<file path="src/rtl/downscale_sequencer.sv">
// Address/control sequencer for a bilinear downscaler: walks the output grid,
// fetches the four source neighbors per output pixel and hands them to the datapath.
module downscale_sequencer #(
  parameter int WB   = 10,
  parameter int FRAC = 8
) (
  input  logic                 clk,
  input  logic                 aclr_n,
  input  logic                 start,
  input  logic                 step_mode,
  input  logic                 step_pulse,
  input  logic [WB-1:0]        in_w,
  input  logic [WB-1:0]        in_h,
  input  logic [WB-1:0]        out_w,
  input  logic [WB-1:0]        out_h,
  input  logic [WB+FRAC-1:0]   scale,
  output logic                 rd_req,
  output logic [2*WB-1:0]      rd_addr,
  input  logic                 rd_ack,
  input  logic [7:0]           rd_data,
  output logic                 pix_valid,
  input  logic                 pix_ready,
  output logic [7:0]           p00,
  output logic [7:0]           p01,
  output logic [7:0]           p10,
  output logic [7:0]           p11,
  output logic [FRAC-1:0]      fx,
  output logic [FRAC-1:0]      fy,
  output logic [WB-1:0]        ox,
  output logic [WB-1:0]        oy,
  output logic                 busy,
  output logic                 done
);

  localparam int AW = WB + FRAC + 1;

  typedef enum logic [2:0] {IDLE, STEP_WAIT, FETCH, OUTPUT, DONE} state_t;

  state_t              state;
  logic [WB-1:0]       in_w_q, in_h_q, out_w_q, out_h_q;
  logic [WB+FRAC-1:0]  scale_q;
  logic [AW-1:0]       acc_x, acc_y;
  logic [1:0]          k;

  logic                last_x, last_y;
  logic [AW-1:0]       acc_x_hs, acc_y_hs;

  // Accumulators saturate instead of wrapping; the coordinate clamp absorbs the excess.
  function automatic logic [AW-1:0] sat_add(input logic [AW-1:0] a, input logic [WB+FRAC-1:0] b);
    logic [AW:0] s;
    s = {1'b0, a} + (AW+1)'(b);
    return s[AW] ? '1 : s[AW-1:0];
  endfunction

  // Neighbor k: bit0 selects x1 over sx, bit1 selects y1 over sy.
  function automatic logic [2*WB-1:0] nbr_addr(
    input logic [AW-1:0] ax,
    input logic [AW-1:0] ay,
    input logic [1:0]    kk,
    input logic [WB-1:0] w,
    input logic [WB-1:0] h
  );
    logic [WB:0] xmax, ymax, sx, sy;
    xmax = {1'b0, w} - (WB+1)'(1);
    ymax = {1'b0, h} - (WB+1)'(1);
    sx = ax[AW-1:FRAC];
    sy = ay[AW-1:FRAC];
    if (sx > xmax) sx = xmax;
    if (sy > ymax) sy = ymax;
    if (kk[0] && (sx < xmax)) sx = sx + (WB+1)'(1);
    if (kk[1] && (sy < ymax)) sy = sy + (WB+1)'(1);
    return (2*WB)'(sy[WB-1:0]) * (2*WB)'(w) + (2*WB)'(sx[WB-1:0]);
  endfunction

  assign last_x = (ox == out_w_q - WB'(1));
  assign last_y = (oy == out_h_q - WB'(1));

  // Accumulator values after a handshake, needed one cycle early to launch the next k=0 read.
  always_comb begin
    acc_x_hs = '0;
    acc_y_hs = acc_y;
    if (!last_x) begin
      acc_x_hs = sat_add(acc_x, scale_q);
    end else begin
      acc_y_hs = sat_add(acc_y, scale_q);
    end
  end

  always_ff @(posedge clk or negedge aclr_n) begin
    if (!aclr_n) begin
      state     <= IDLE;
      in_w_q    <= '0;
      in_h_q    <= '0;
      out_w_q   <= '0;
      out_h_q   <= '0;
      scale_q   <= '0;
      acc_x     <= '0;
      acc_y     <= '0;
      k         <= '0;
      rd_req    <= 1'b0;
      rd_addr   <= '0;
      pix_valid <= 1'b0;
      p00       <= '0;
      p01       <= '0;
      p10       <= '0;
      p11       <= '0;
      fx        <= '0;
      fy        <= '0;
      ox        <= '0;
      oy        <= '0;
      busy      <= 1'b0;
      done      <= 1'b0;
    end else begin
      done <= 1'b0;
      case (state)
        IDLE: begin
          if (start) begin
            in_w_q  <= in_w;
            in_h_q  <= in_h;
            out_w_q <= out_w;
            out_h_q <= out_h;
            scale_q <= scale;
            ox      <= '0;
            oy      <= '0;
            acc_x   <= '0;
            acc_y   <= '0;
            k       <= '0;
            rd_addr <= '0;
            if ((out_w == '0) || (out_h == '0)) begin
              state <= DONE;
              done  <= 1'b1;
              busy  <= 1'b0;
            end else begin
              busy <= 1'b1;
              if (step_mode) begin
                state <= STEP_WAIT;
              end else begin
                state  <= FETCH;
                rd_req <= 1'b1;
              end
            end
          end
        end
        STEP_WAIT: begin
          if (step_pulse) begin
            state   <= FETCH;
            rd_req  <= 1'b1;
            k       <= '0;
            rd_addr <= nbr_addr(acc_x, acc_y, 2'd0, in_w_q, in_h_q);
          end
        end
        FETCH: begin
          if (rd_req && rd_ack) begin
            case (k)
              2'd0:    p00 <= rd_data;
              2'd1:    p01 <= rd_data;
              2'd2:    p10 <= rd_data;
              default: p11 <= rd_data;
            endcase
            if (k == 2'd3) begin
              k         <= '0;
              rd_req    <= 1'b0;
              pix_valid <= 1'b1;
              fx        <= acc_x[FRAC-1:0];
              fy        <= acc_y[FRAC-1:0];
              state     <= OUTPUT;
            end else begin
              k       <= k + 2'd1;
              rd_addr <= nbr_addr(acc_x, acc_y, k + 2'd1, in_w_q, in_h_q);
            end
          end
        end
        OUTPUT: begin
          if (pix_ready) begin
            pix_valid <= 1'b0;
            acc_x     <= acc_x_hs;
            acc_y     <= acc_y_hs;
            if (!last_x) begin
              ox <= ox + WB'(1);
            end else begin
              ox <= '0;
              oy <= oy + WB'(1);
            end
            if (last_x && last_y) begin
              state <= DONE;
              done  <= 1'b1;
              busy  <= 1'b0;
            end else if (step_mode) begin
              state <= STEP_WAIT;
            end else begin
              state   <= FETCH;
              rd_req  <= 1'b1;
              k       <= '0;
              rd_addr <= nbr_addr(acc_x_hs, acc_y_hs, 2'd0, in_w_q, in_h_q);
            end
          end
        end
        DONE: begin
          state <= IDLE;
        end
        default: begin
          state <= IDLE;
        end
      endcase
    end
  end

endmodule
</file>
<file path="config.mk">
export PLATFORM = sky130hd
export DESIGN_NAME = downscale_sequencer
export DESIGN_NICKNAME = d
export VERILOG_FILES = /design/src/rtl/downscale_sequencer.sv
export SDC_FILE = /design/constraint.sdc
export NUM_CORES = 1
export LEC_CHECK = 0
export BUFFER_PORTS_ARGS = -buffer_cell sky130_fd_sc_hd__clkbuf_2
export CAP_MARGIN = 0
export CORE_MARGIN = 4
export CORE_UTILIZATION = 30
export CTS_CLUSTER_SIZE = 8
export DETAILED_ROUTE_END_ITERATION = 10
export GPL_TIMING_DRIVEN = 0
export SYNTH_ARGS = -nofsm -noshare
export SYNTH_HDL_FRONTEND = slang
export SYNTH_SLANG_ARGS = --single-unit
</file>
<file path="constraint.sdc">
create_clock -name clk -period 19.3 [get_ports clk]
set_clock_uncertainty 0.1 [all_clocks]
set_input_delay 1.93 -clock clk [delete_from_list [all_inputs] [get_ports clk]]
set_output_delay 1.93 -clock clk [all_outputs]
set_load 0.005 [all_outputs]
</file>
==> run summary, run 1 <==
The startpoint identified for the worst register-to-register timing path is in_h_q[0]. For this design the ratio of total power to cell area is 139 nW/um^2. The maximum level of the CTS H-tree is 4. The sequential element share of the synthesized area is 19.0%, and the peak clock frequency supported by timing is 76.8 MHz.

Setup repair after global routing left no endpoint under its margin. Of the available clock period, the critical path in the final layout requires 67.4%. The violation count after the first detailed-routing iteration came out at 1,569.

The clock network accounts for 9.5% of the total power. Counting every net in the synthesized netlist gives 3,417. The die span in y was 299 um; the post-synthesis sequential element count was 193. Clock tree synthesis selected as its root buffer the cell sky130_fd_sc_hd__clkbuf_16. The wire length of the first global-routing pass came out at 133,000 um.

The tools report the via count of the first global-routing pass as 22.1k. The worst ir drop on vdd is 0.0000943 V, and the routed via count divided by cell count is 5.16. Entering global routing, the biggest net connects 76 pins. The congestion estimate from routability-driven global placement came to 0.966.

The pre-antenna-repair detailed-routing pass consisted of 7 iterations. Minimum period implied by the final worst setup slack: 13,020 ps. Of the total power, the share spent switching nets is 55.6%. For the worst flop-to-flop path, the logic depth is 45. Of the cells placed in the final design, the portion with a size suffix greater than 1 is 12.7%. Counting instances, the worst hold path has a depth of 2. The library cell used most frequently in the layout, excluding fill and tap cells, is sky130_fd_sc_hd__nand2_1. The data arrival time of the critical path is 13,270 ps, and the DRC violations left is 0.

TritonCTS built the clock tree. The area growth from synthesis to layout is 11.7%, and the internal power is 0.00175 W. The tools report the final number of max-transition violations as 0. The endpoint kind of the worst setup timing path was a flip-flop.

After clock tree synthesis, the clock-pin slew on the worst setup and hold paths is 80 ps. Global routing finished with a remaining overflow of 0. In the final routed layout, each cell accounts on average for 20.3 um.

The cell type with the highest occurrence count on the critical path is sky130_fd_sc_hd__inv_1. The run gives 2,845 as the synthesized instance count. The count of synthesis-stage warnings from yosys came out at 0.

Per report_power, the combinational group accounts for 73.8% of the total. TritonCTS created 17 clock buffers. During I/O placement, the number of pins put on the boundary was 165. After clock tree synthesis, the repair step resized 0 gates.

Setup violations remaining at the end of the flow were counted as 0. The width of the die is 299 um, and the remaining max-slew budget at the tightest pin is 9.75%. Of all nets on the critical path, the largest fanout is 10. At the pin with the least slew margin, the transition time is 1340 ps.

The floorplan has 106 rows. The startpoint identified for the worst hold timing path is fx[1]. For this run, the slowest stage of the critical path takes 590 ps.

The die covers 89,300 um^2. Sequential cells account for 16.6% of the total power. Summed over all cells, the static leakage comes to 14.1 nW.

The worst setup path is of the reg -> reg kind. The run gives 3 as the number of antenna violations at the first check in global routing. The max-cap violation count is 0. The total half-perimeter wirelength after legalization and detailed placement is 69,100 um, and the portion of synthesized cell area occupied by the leading cell type is 19.0%. Setup TNS after final layout: 0 ps. The flow ran to the end, and the final reports show no timing, DRC or antenna violations. The final layout contains 3,605 nets.

For the worst setup path, the data required time is 19,560 ps. For the worst-skew pair, the clock arrives at the later sink with an insertion delay of 490 ps. Buffers inserted to repair hold after CTS numbered 0. The number of post-CTS setup repair buffers is 0.

In the layout the commonest cells are 357 x sky130_fd_sc_hd__nand2_1, 350 x sky130_fd_sc_hd__inv_1, 281 x sky130_fd_sc_hd__ha_1, 218 x sky130_fd_sc_hd__fa_1, 193 x sky130_fd_sc_hd__dfrtp_1. Proportion of register bits with asynchronous set or reset after synthesis: 100%. Detailed routing inserted a total of 21.6k vias. In this run the tool buffered the top-level ports with 164 buffer cells.

In this run the critical register-to-register path is captured at rd_addr[18]. Once layout is done, the placed cells without fillers occupy 28,300 um^2. The count of nets left with antenna violations once routing finished came out at 0.

The dominant synthesized flop cell is sky130_fd_sc_hd__dfrtp_1. The net switching power of the design is 0.00219 W, and the core region area is 83,800 um^2. The clock passes through at most 2 buffers. The number of endpoints with negative hold slack in the final report was 0.

Summing every instance area after synthesis gives 25,400 um^2. Prior to clock tree synthesis, the placed netlist has a worst setup slack of 6470 ps. The number of sinks driven by the clock tree is 193. The largest total area in the synthesized netlist belongs to sky130_fd_sc_hd__dfrtp_1. Count of flip-flops with a built-in enable after synthesis: 0. STA classifies the critical path startpoint as a flip-flop.

By area the synthesized netlist is led by sky130_fd_sc_hd__dfrtp_1 19%, sky130_fd_sc_hd__fa_1 17%, sky130_fd_sc_hd__ha_1 14%, sky130_fd_sc_hd__nand2_1 5.3%, sky130_fd_sc_hd__inv_1 5.2%. The starting density of the core was 30.3%; the synthesized area divided by synthesized cell count was 8.92 um^2. Yosys mapped the design onto 95 distinct sky130hd cell types.

Global routing used 19.1% of the available tracks across all layers. The run gives 27,700 um^2 as the post-place instance area. Summed over all layers, the routed wires come to 85,100 um. The slowest stage of the critical path is the sky130_fd_sc_hd__nor4b_1 cell.

For hold timing, the worst endpoint is fx[1]. The logs give 6280 ps for the worst setup slack for register-to-register paths and 6280 ps for the setup slack after layout. The class of the most critical hold timing path is reg -> reg.
-- sequential cells by signal, summed over array words and instances, names as in the netlist --
register / cells
acc_y: 19
p00: 8
rd_addr: 20
p01: 8
scale_q: 18
acc_x: 19
in_w_q: 10
state: 3
done: 1
p11: 8
busy: 1
fy: 8
pix_valid: 1
in_h_q: 10
oy: 10
ox: 10
rd_req: 1
fx: 8
out_h_q: 10
out_w_q: 10
p10: 8
k: 2
-- power groups by stage --
stage | combinational [W] | sequential (W) | clock [W]
2_1_floorplan | 0.00192 | 0.000615 | 0
3_3_place_gp | 0.00282 | 0.000658 | 0
3_5_place_dp | 0.00283 | 0.000659 | 0
4_1_cts | 0.00286 | 0.000653 | 0.000393
5_1_grt | 0.00321 | 0.000671 | 0.000404
6_report | 0.00291 | 0.000656 | 0.000377
-- through the flow --
step,hold slack (ps),std cells,power [W],utilization (%)
floorplan,361,2845,0.00253,-
global placement,363,4143,0.00348,33.0
finish,386,4185,0.00395,33.8
global route,411,4183,0.00429,33.8
CTS,394,4180,0.00391,33.8
detailed placement,373,4148,0.00349,33.1
-- synth_stat cells, types with 8 or more instances --
library cell / instances
sky130_fd_sc_hd__fa_1: 218
sky130_fd_sc_hd__buf_2: 17
sky130_fd_sc_hd__nor2b_1: 13
sky130_fd_sc_hd__xnor2_1: 78
sky130_fd_sc_hd__mux2_2: 110
sky130_fd_sc_hd__nor2_1: 140
sky130_fd_sc_hd__o22ai_1: 17
sky130_fd_sc_hd__nand3b_1: 8
sky130_fd_sc_hd__o21ai_0: 124
sky130_fd_sc_hd__xor2_1: 61
sky130_fd_sc_hd__or4_1: 8
sky130_fd_sc_hd__clkbuf_1: 90
sky130_fd_sc_hd__nand3_1: 52
sky130_fd_sc_hd__mux2i_1: 72
sky130_fd_sc_hd__a21o_1: 39
sky130_fd_sc_hd__and2_1: 70
sky130_fd_sc_hd__dfrtp_1: 193
sky130_fd_sc_hd__o21a_1: 27
sky130_fd_sc_hd__nand2b_1: 20
sky130_fd_sc_hd__o21bai_1: 11
sky130_fd_sc_hd__nand2_1: 357
sky130_fd_sc_hd__nor3_1: 62
sky130_fd_sc_hd__and3_1: 30
sky130_fd_sc_hd__a31oi_1: 20
sky130_fd_sc_hd__ha_1: 281
sky130_fd_sc_hd__nor4_1: 11
sky130_fd_sc_hd__o211ai_1: 12
sky130_fd_sc_hd__a22oi_1: 8
sky130_fd_sc_hd__a22o_1: 12
sky130_fd_sc_hd__mux2_1: 18
sky130_fd_sc_hd__o31ai_1: 20
sky130_fd_sc_hd__inv_1: 350
sky130_fd_sc_hd__or3_1: 12
sky130_fd_sc_hd__nand4_1: 19
sky130_fd_sc_hd__a211oi_1: 21
sky130_fd_sc_hd__a21oi_1: 99
-- worst max-delay path: cells and delay by family, from the launching register on --
family	cells	cell delay, ps
fa+ha+maj	9	3830
xor+xnor	2	500
mux	1	400
simple gates	6	1300
compound gates	15	4530
buf+inv	12	1710
flops	1	490
-- metal layers --
metal | vias up | global-route usage [%] | wire length [um]
met2 | 722 | 30.8 | 38900
met3 | 140 | 2.88 | 5000
li1 | 10100 | - | -
met1 | 10700 | 26.0 | 38300
met5 | - | 0 | 0
met4 | 0 | 7.26 | 2950
-- layout make-up --
| type | count | area [um^2] |
|---|---|---|
| clock inverters | 14 | 156 |
| fillers | 8878 | 55500 |
| diodes | 5 | 12.5 |
| flip-flops and latches | 193 | 4830 |
| multi-input cells | 2181 | 18700 |
| repair buffers | 169 | 911 |
| clock buffers | 18 | 439 |
| well taps | 1134 | 1420 |
| inverters | 351 | 1320 |
| plain buffers | 120 | 524 |
-- worst max path at each step --
| stage | end | startpoint | cells past startpoint |
|---|---|---|---|
| after floorplan | rd_addr[18] | in_h_q[0] | 45 |
| after global placement | rd_addr[18] | out_w_q[0] | 38 |
| after detailed placement | rd_addr[18] | in_h_q[0] | 45 |
| after CTS | rd_addr[18] | in_h_q[0] | 45 |
| after global routing | rd_addr[18] | in_h_q[0] | 45 |
| final | rd_addr[18] | in_h_q[0] | 45 |
-- cell families after synthesis --
kind of cell | after synthesis | synth area share [%]
and+or+nand+nor | 837 | 15.7
DFF | 193 | 19.0
buffers and inverters | 471 | 7.26
adders and majority gates | 499 | 31.0
AOI/OAI and AO/OA | 499 | 13.2
xor gates and xnor gates | 141 | 4.97
muxes | 205 | 8.81
No activity file was read; power rests on OpenSTA's default activity.
==> run 2: changes to the inputs <==
- clock period: 19.3 -> 10.47 ns (I/O delays scaled with it)
==> run 2 against run 1 <==
  * Largest power group unchanged
  * Sequential share of layout area shrank 1.0 points
  * Die area stayed put
  * The flow now finishes with violations (setup timing)
  * Hold slack improved by 2.8 ps
  * Via count rose by 3.1%
  * Global-route usage is 0.33 points higher
  * Largest cell class unchanged
  * Clock-buffer cell count down 1
  * Cell area up 6.4%
  * Clock power up 100%
  * Routed wire length is 2.3% higher
  * Sequential power grew 84%
  * Combinational power up 99%
==> run summary, run 2 (synthesis results as in run 1) <==
Violation count after the first detailed-routing iteration: 1,717 (+9.4%). Highest fanout seen on the critical path: 7 (-3). The tools report the wire length after detailed routing as 87,000 um (+2.3%). The die span in y was 299 um (unchanged); the filler cell count in the final layout was 8,678 (-2.3%). STA classifies the critical path endpoint as a flip-flop. The area of all placed cells without fillers was 30,200 um^2 (+6.4%); the standard-cell row count was 106 (unchanged). Average wire length per cell after detail routing: 20.3 um (about the same).

The tools report the overall power after layout as 0.00776 W (+97%). The number of sinks driven by the clock tree is 193 (unchanged). In the layout the commonest cells are 356 x sky130_fd_sc_hd__nand2_1, 341 x sky130_fd_sc_hd__inv_1, 269 x sky130_fd_sc_hd__ha_1, 213 x sky130_fd_sc_hd__fa_1, 186 x sky130_fd_sc_hd__dfrtp_1. The logs give 19.5% (+0.33 points) for the global router's overall resource usage and 3,700 (+2.6%) for the final-stage net count. TritonCTS built the clock tree. For the leakage power total, the log shows 14.8 nW (+5.1%). The run gives 0.000277 V (+190%) as the worst ir drop on vdd. Setup repair after global routing could not meet its margin everywhere. Number of endpoints with negative hold slack in the final report: 0 (unchanged). The logs give -30 ps (-6310 ps) for the worst setup slack for register-to-register paths and 4840 um^2 (+0.18%) for the area occupied by registers. The setup TNS after final layout came out at -27.7 ps (-27.7 ps). The tools report the setup-violating endpoint count in the final report as 1 (+1). Clock input transition at the sequential cells of the worst setup and hold paths: 90 ps (about the same). The worst setup path is launched from a flip-flop. Number of antenna violations at the first check in global routing: 4 (+1).

Total die area: 89,300 um^2 (unchanged). For the required time reported for the critical path endpoint, the log shows 10,750 ps (-8810 ps). The max-cap violation count was 0 (unchanged). For the number of search-and-repair iterations in the first detailed-routing pass, the log shows 5 (-2).

Class of the most critical hold timing path: in -> async. The minimum period implied by the final worst setup slack was 10,500 ps (-2520 ps). The width of the die is 299 um (unchanged), and the starting density of the core is 30.3% (unchanged).

The library cell used most frequently in the layout, excluding fill and tap cells, is sky130_fd_sc_hd__nand2_1. The part of the cycle the worst path needs was 100% (+33 points); the routed via count divided by cell count was 5.21 (+0.84%). The DRC violations left was 0 (unchanged); the post-place instance area was 27,800 um^2 (about the same). Final number of max-transition violations: 0 (unchanged).

The run gives 83,800 um^2 (unchanged) as the core region area. The largest registers in the layout are rd_addr x20, acc_x x19, acc_y x19. The pre-CTS worst setup slack is -1960 ps (-8430 ps), and the layout cell share with drive strength beyond 1 is 19.6% (+6.9 points). The flow ran to the end, but the final reports show violations. The tools report the cell chosen for the clock root as sky130_fd_sc_hd__clkbuf_16. The run gives 8.80% (-0.95 points) as the remaining max-slew budget at the tightest pin. The wire length of the first global-routing pass was 135,000 um (+1.8%).

For the total number of vias, the log shows 22.3k (+3.1%). For the hold slack, the log shows 389 ps (+2.84 ps). The number of port buffers was 164 (unchanged); the final antenna-violating net count was 0 (unchanged). The top register by number of flip-flops is rd_addr. The data arrival time of the critical path is 10,780 ps (-2490 ps), and the number of I/O pins is 165 (unchanged). Maximum level of the CTS H-tree: 4 (unchanged).

The largest net degree at the start of global routing was 77 (+1.3%). The highest cell delay on the worst timing path works out to 610 ps (+20 ps). The transition at the pin with the smallest max-transition slack was 1370 ps (+21.6 ps); the latest clock arrival within the worst-skew pair was 510 ps (+20 ps). The total half-perimeter wirelength after legalization and detailed placement was 69,300 um (+0.17%). The flip-flop count of the largest register, all copies and words added is 20 (unchanged), and the peak clock frequency supported by timing is 95.3 MHz (+24%).

The startpoint-to-endpoint class of the critical path was reg -> reg. The checks that failed: setup timing. The tools report the maximum clock insertion buffer count as 2 (unchanged). The setup slack after layout was -27.7 ps (-6310 ps). The standard cell with the maximum stage delay on the critical path is sky130_fd_sc_hd__fa_2. The area of the multi-input gates came out at 19,600 um^2 (+4.5%).

The final estimated routing congestion in global placement is 0.962 (-0.36%), and the TritonCTS buffer count is 17 (unchanged). Total congestion overflow after global routing: 0 (unchanged). The area growth from synthesis to layout is 18.8%. The ratio of total power to cell area came out at 257 nW/um^2 (+85%). The via count of the first global-routing pass is 22.6k (+2.4%).
[run 2: area by class of cell]
cell class | instances | area share (%)
Tap cell | 1134 | 4.71
Sequential cell | 193 | 16.0
Clock buffer | 17 | 1.41
Clock inverter | 15 | 0.759
Inverter | 351 | 4.41
Antenna cell | 2 | 0.0166
Timing Repair Buffer | 270 | 5.74
Buffer | 114 | 2.02
Multi-Input combinational cell | 2181 | 64.9
[run 2: per-stage QoR]
step	util, %	std cells
floorplan	-	2845
global placement	33.0	4143
detailed placement	33.1	4148
CTS	35.5	4255
global route	36.0	4276
finish	36.0	4277
[run 2: power by group]
group	total (W)	switching [W]	internal [W]	leakage (nW)
Clock	0.000753	0.000413	0.000340	0.311
Sequential	0.00121	0.000242	0.000971	2.49
Combinational	0.00580	0.00362	0.00218	12.0
[run 2: critical path, delay by kind of cell (launching register included)]
kind	cells	cell delay, ps
AO/OA/AOI/OAI	21	3560
XOR/XNOR	1	80
buffers and inverters	12	1130
AND/OR/NAND/NOR	4	1280
multiplexers	1	290
flip-flops	1	420
adder cells (fa/ha/maj)	9	3520
[run 2: final timing paths]
kind | startpoint | to | depth (start not counted)
max | in_h_q[0] | rd_addr[18] | 48
min | aclr_n | p01[1] | 1
max reg2reg | in_h_q[0] | rd_addr[18] | 48
min reg2reg | fx[1] | fx[1] | 2
max in group asynchronous | aclr_n | scale_q[17] | 3
min in group clk | fx[1] | fx[1] | 2
[run 2: layer usage]
metal | GRT usage, % | part of all wire (%) | vias up
met5 | 0 | 0.015 | -
met4 | 7.45 | 4.2 | 2
met3 | 3.92 | 7.5 | 195
met2 | 31.8 | 46 | 858
met1 | 25.5 | 43 | 10900
li1 | - | - | 10300
[run 2: repair_timing]
action / CTS / global route
hold buffers: 0 / 0
buffers inserted: 78 / 23
pin swaps: 50 / 58
gates resized for setup: 158 / 75
gates cloned: 0 / 1
setup endpoints to repair: 16 / 10
==> run 3: changes to the inputs <==
- CTS_BUF_LIST: unset -> sky130_fd_sc_hd__clkbuf_8
==> run 3 against run 2 <==
  * The flow still finishes with violations (setup timing)
  * Hold slack worse by 90 ps
  * Cell area is 0.59% lower
  * First-iteration DRC count is 4.8% lower
  * Non-clock buffer count is the same
  * Utilization is 0.21 points lower
  * Die area stayed put
  * Critical path type unchanged
  * Largest power group unchanged
==> run summary, run 3 (synthesis results as in run 1) <==
The run finished, with violations left. The final reports fail on setup timing. The slowest stage of the critical path belongs to the cell sky130_fd_sc_hd__fa_2. The tools report the starting density of the core as 30.3% (unchanged).

Worst ir drop on vdd: 0.000286 V (+3.0%). The number of endpoints with negative hold slack in the final report is 0 (unchanged). TritonCTS built the clock tree. Total half-perimeter wirelength after legalization and detailed placement: 69,300 um (unchanged). The tools report the final estimated routing congestion in global placement as 0.962 (unchanged). The number of buffers inserted for hold repair after clock tree synthesis was 0 (unchanged).

The largest registers in the layout are rd_addr x20, acc_x x19, acc_y x19. For the required time reported for the critical path endpoint, the log shows 10,830 ps (+80 ps). The tools report the final-stage net count as 3,700 (unchanged). The post-place instance area came out at 27,800 um^2 (unchanged).

The standard-cell row count is 106 (unchanged), and the clock input transition at the sequential cells of the worst setup and hold paths is 130 ps (+40 ps). In this run the critical register-to-register path is launched from in_h_q[0]. Setup repair after global routing could not meet its margin everywhere. Die span in y: 299 um (unchanged). Endpoint of the most critical register-to-register path: rd_addr[18]. The final number of max-transition violations came out at 0 (unchanged).

The layout cell share with drive strength beyond 1 was 19.6% (-0.064 points); the maximum level of the CTS H-tree was 4 (unchanged). For the core region area, the log shows 83,800 um^2 (unchanged). The wire length after detailed routing is 86,800 um (-0.28%), and the number of cells traversed by the worst register-to-register path is 48 (unchanged). The final antenna-violating net count is 0 (unchanged), and the flip-flop count of the largest register, all copies and words added is 20 (unchanged). Total number of vias: 22.2k (-0.17%).

Overall power after layout: 0.00759 W (-2.2%). The highest cell delay on the worst timing path was 600 ps (about the same); the part of the cycle the worst path needs was 100% (-0.20 points). Leaving out fill and tap cells, the most frequent cell in the layout is sky130_fd_sc_hd__nand2_1. The hold slack is 299 ps (-89.8 ps), and the number of sinks driven by the clock tree is 193 (unchanged).

STA classifies the critical path endpoint as a flip-flop. The ratio of total power to cell area works out to 253 nW/um^2 (-1.6%). The run gives 1,635 (-4.8%) as the violation count after the first detailed-routing iteration. The tools report the global router's overall resource usage as 19.4% (-0.022 points).

The startpoint-to-endpoint class of the critical path was reg -> reg. The total die area was 89,300 um^2 (unchanged). The worst setup slack for register-to-register paths is -7 ps (+20 ps). The average wire length per cell after detail routing is 20.3 um (-0.31%). The top register by number of flip-flops was rd_addr. The logs give 7.05% (-1.8 points) for the remaining max-slew budget at the tightest pin and 590 ps (+80 ps) for the latest clock arrival within the worst-skew pair. The run gives 0 (unchanged) as the DRC violations left. The routed via count divided by cell count was 5.19 (-0.19%). The worst hold path belongs to the class in -> async.

The maximum clock insertion buffer count is 2 (unchanged), and the setup-violating endpoint count in the final report is 1 (unchanged). The via count of the first global-routing pass is 22.5k (-0.18%). The tools report the setup slack after layout as -7.28 ps (+20.5 ps). Number of search-and-repair iterations in the first detailed-routing pass: 6 (+1). The number of antenna violations at the first check in global routing came out at 5 (+1). The peak clock frequency supported by timing is 95.4 MHz (+0.20%). The tools report the largest net degree at the start of global routing as 77 (unchanged). The leakage power total was 14.7 nW (-0.56%); the total congestion overflow after global routing was 0 (unchanged).

The TritonCTS buffer count is 17 (unchanged). In the layout the commonest cells are 356 x sky130_fd_sc_hd__nand2_1, 341 x sky130_fd_sc_hd__inv_1, 269 x sky130_fd_sc_hd__ha_1, 213 x sky130_fd_sc_hd__fa_1, 186 x sky130_fd_sc_hd__dfrtp_1. Cell chosen for the clock root: sky130_fd_sc_hd__clkbuf_8. The transition at the pin with the smallest max-transition slack is 1390 ps (+26.2 ps). The logs give 135,000 um (about the same) for the wire length of the first global-routing pass and 30,000 um^2 (-0.59%) for the area of all placed cells without fillers.

The highest fanout seen on the critical path was 7 (unchanged). For the number of I/O pins, the log shows 165 (unchanged). The area growth from synthesis to layout works out to 18.1%. The core occupancy in the finished layout came out at 35.8% (-0.21 points). The number of port buffers works out to 164 (unchanged). Minimum period implied by the final worst setup slack: 10,480 ps (-20.5 ps). Nature of the critical path startpoint: a flip-flop.

The setup TNS after final layout came out at -7.28 ps (+20.5 ps). The width of the die is 299 um (unchanged), and the max-cap violation count is 0 (unchanged). The data arrival time of the critical path came out at 10,840 ps (+60 ps).
[run 3: repair_timing]
action / in CTS / in global routing
setup endpoints to repair: 16 / 10
buffers inserted: 79 / 23
resized for setup: 159 / 73
pin swaps: 50 / 58
[run 3: worst max-delay path: cells and delay by family (launching register included)]
kind | cells | cell delay, ps
AOI/OAI and AO/OA | 21 | 3550
xor gates and xnor gates | 1 | 80
adders and majority gates | 9 | 3490
and+or+nand+nor | 4 | 1280
muxes | 1 | 290
buffers and inverters | 12 | 1110
DFF | 1 | 440
[run 3: stage by stage]
step	std cells	setup WS, ps
after floorplan	2845	8.60
after global placement	4143	-2990
after detailed placement	4148	-1960
after CTS	4256	-231
after global routing	4278	-478
final	4278	-7.28
[run 3: worst max-delay path by stage]
stage / slack [ps] / depth (start not counted) / startpoint / end
3_5_place_dp: -1960 / 39 / in_w_q[0] / rd_addr[18]
4_1_cts: -230 / 50 / in_h_q[0] / rd_addr[18]
3_3_place_gp: -2990 / 40 / out_w_q[0] / rd_addr[18]
6_report: -7 / 48 / in_h_q[0] / rd_addr[18]
5_1_grt: -480 / 48 / in_h_q[0] / rd_addr[18]
2_1_floorplan: 9 / 46 / in_h_q[2] / rd_addr[18]
[run 3: final cells by class]
type,count,area (um^2)
diodes,3,7.51
plain buffers,114,602
clock buffers,17,234
clock inverters,15,229
fillers,8700,53800
inverters,351,1330
multi-input cells,2181,19600
flip-flops and latches,193,4840
well taps,1134,1420
repair buffers,270,1730
[run 3: metal layers]
| metal | global-route usage, % | vias up | part of all wire [%] |
|---|---|---|---|
| li1 | - | 10300 | - |
| met1 | 25.8 | 10900 | 43 |
| met2 | 31.5 | 855 | 46 |
| met3 | 3.58 | 175 | 7.0 |
| met4 | 7.49 | 2 | 4.2 |
| met5 | 0 | - | 0.015 |
[run 3: power by group]
| part | switching, W | total [W] | leakage [nW] | internal (W) |
|---|---|---|---|---|
| Combinational | 0.00361 | 0.00579 | 12.0 | 0.00218 |
| Sequential | 0.000240 | 0.00121 | 2.49 | 0.000970 |
| Clock | 0.000392 | 0.000590 | 0.224 | 0.000199 |
| Total | 0.00424 | 0.00759 | 14.7 | 0.00335 |
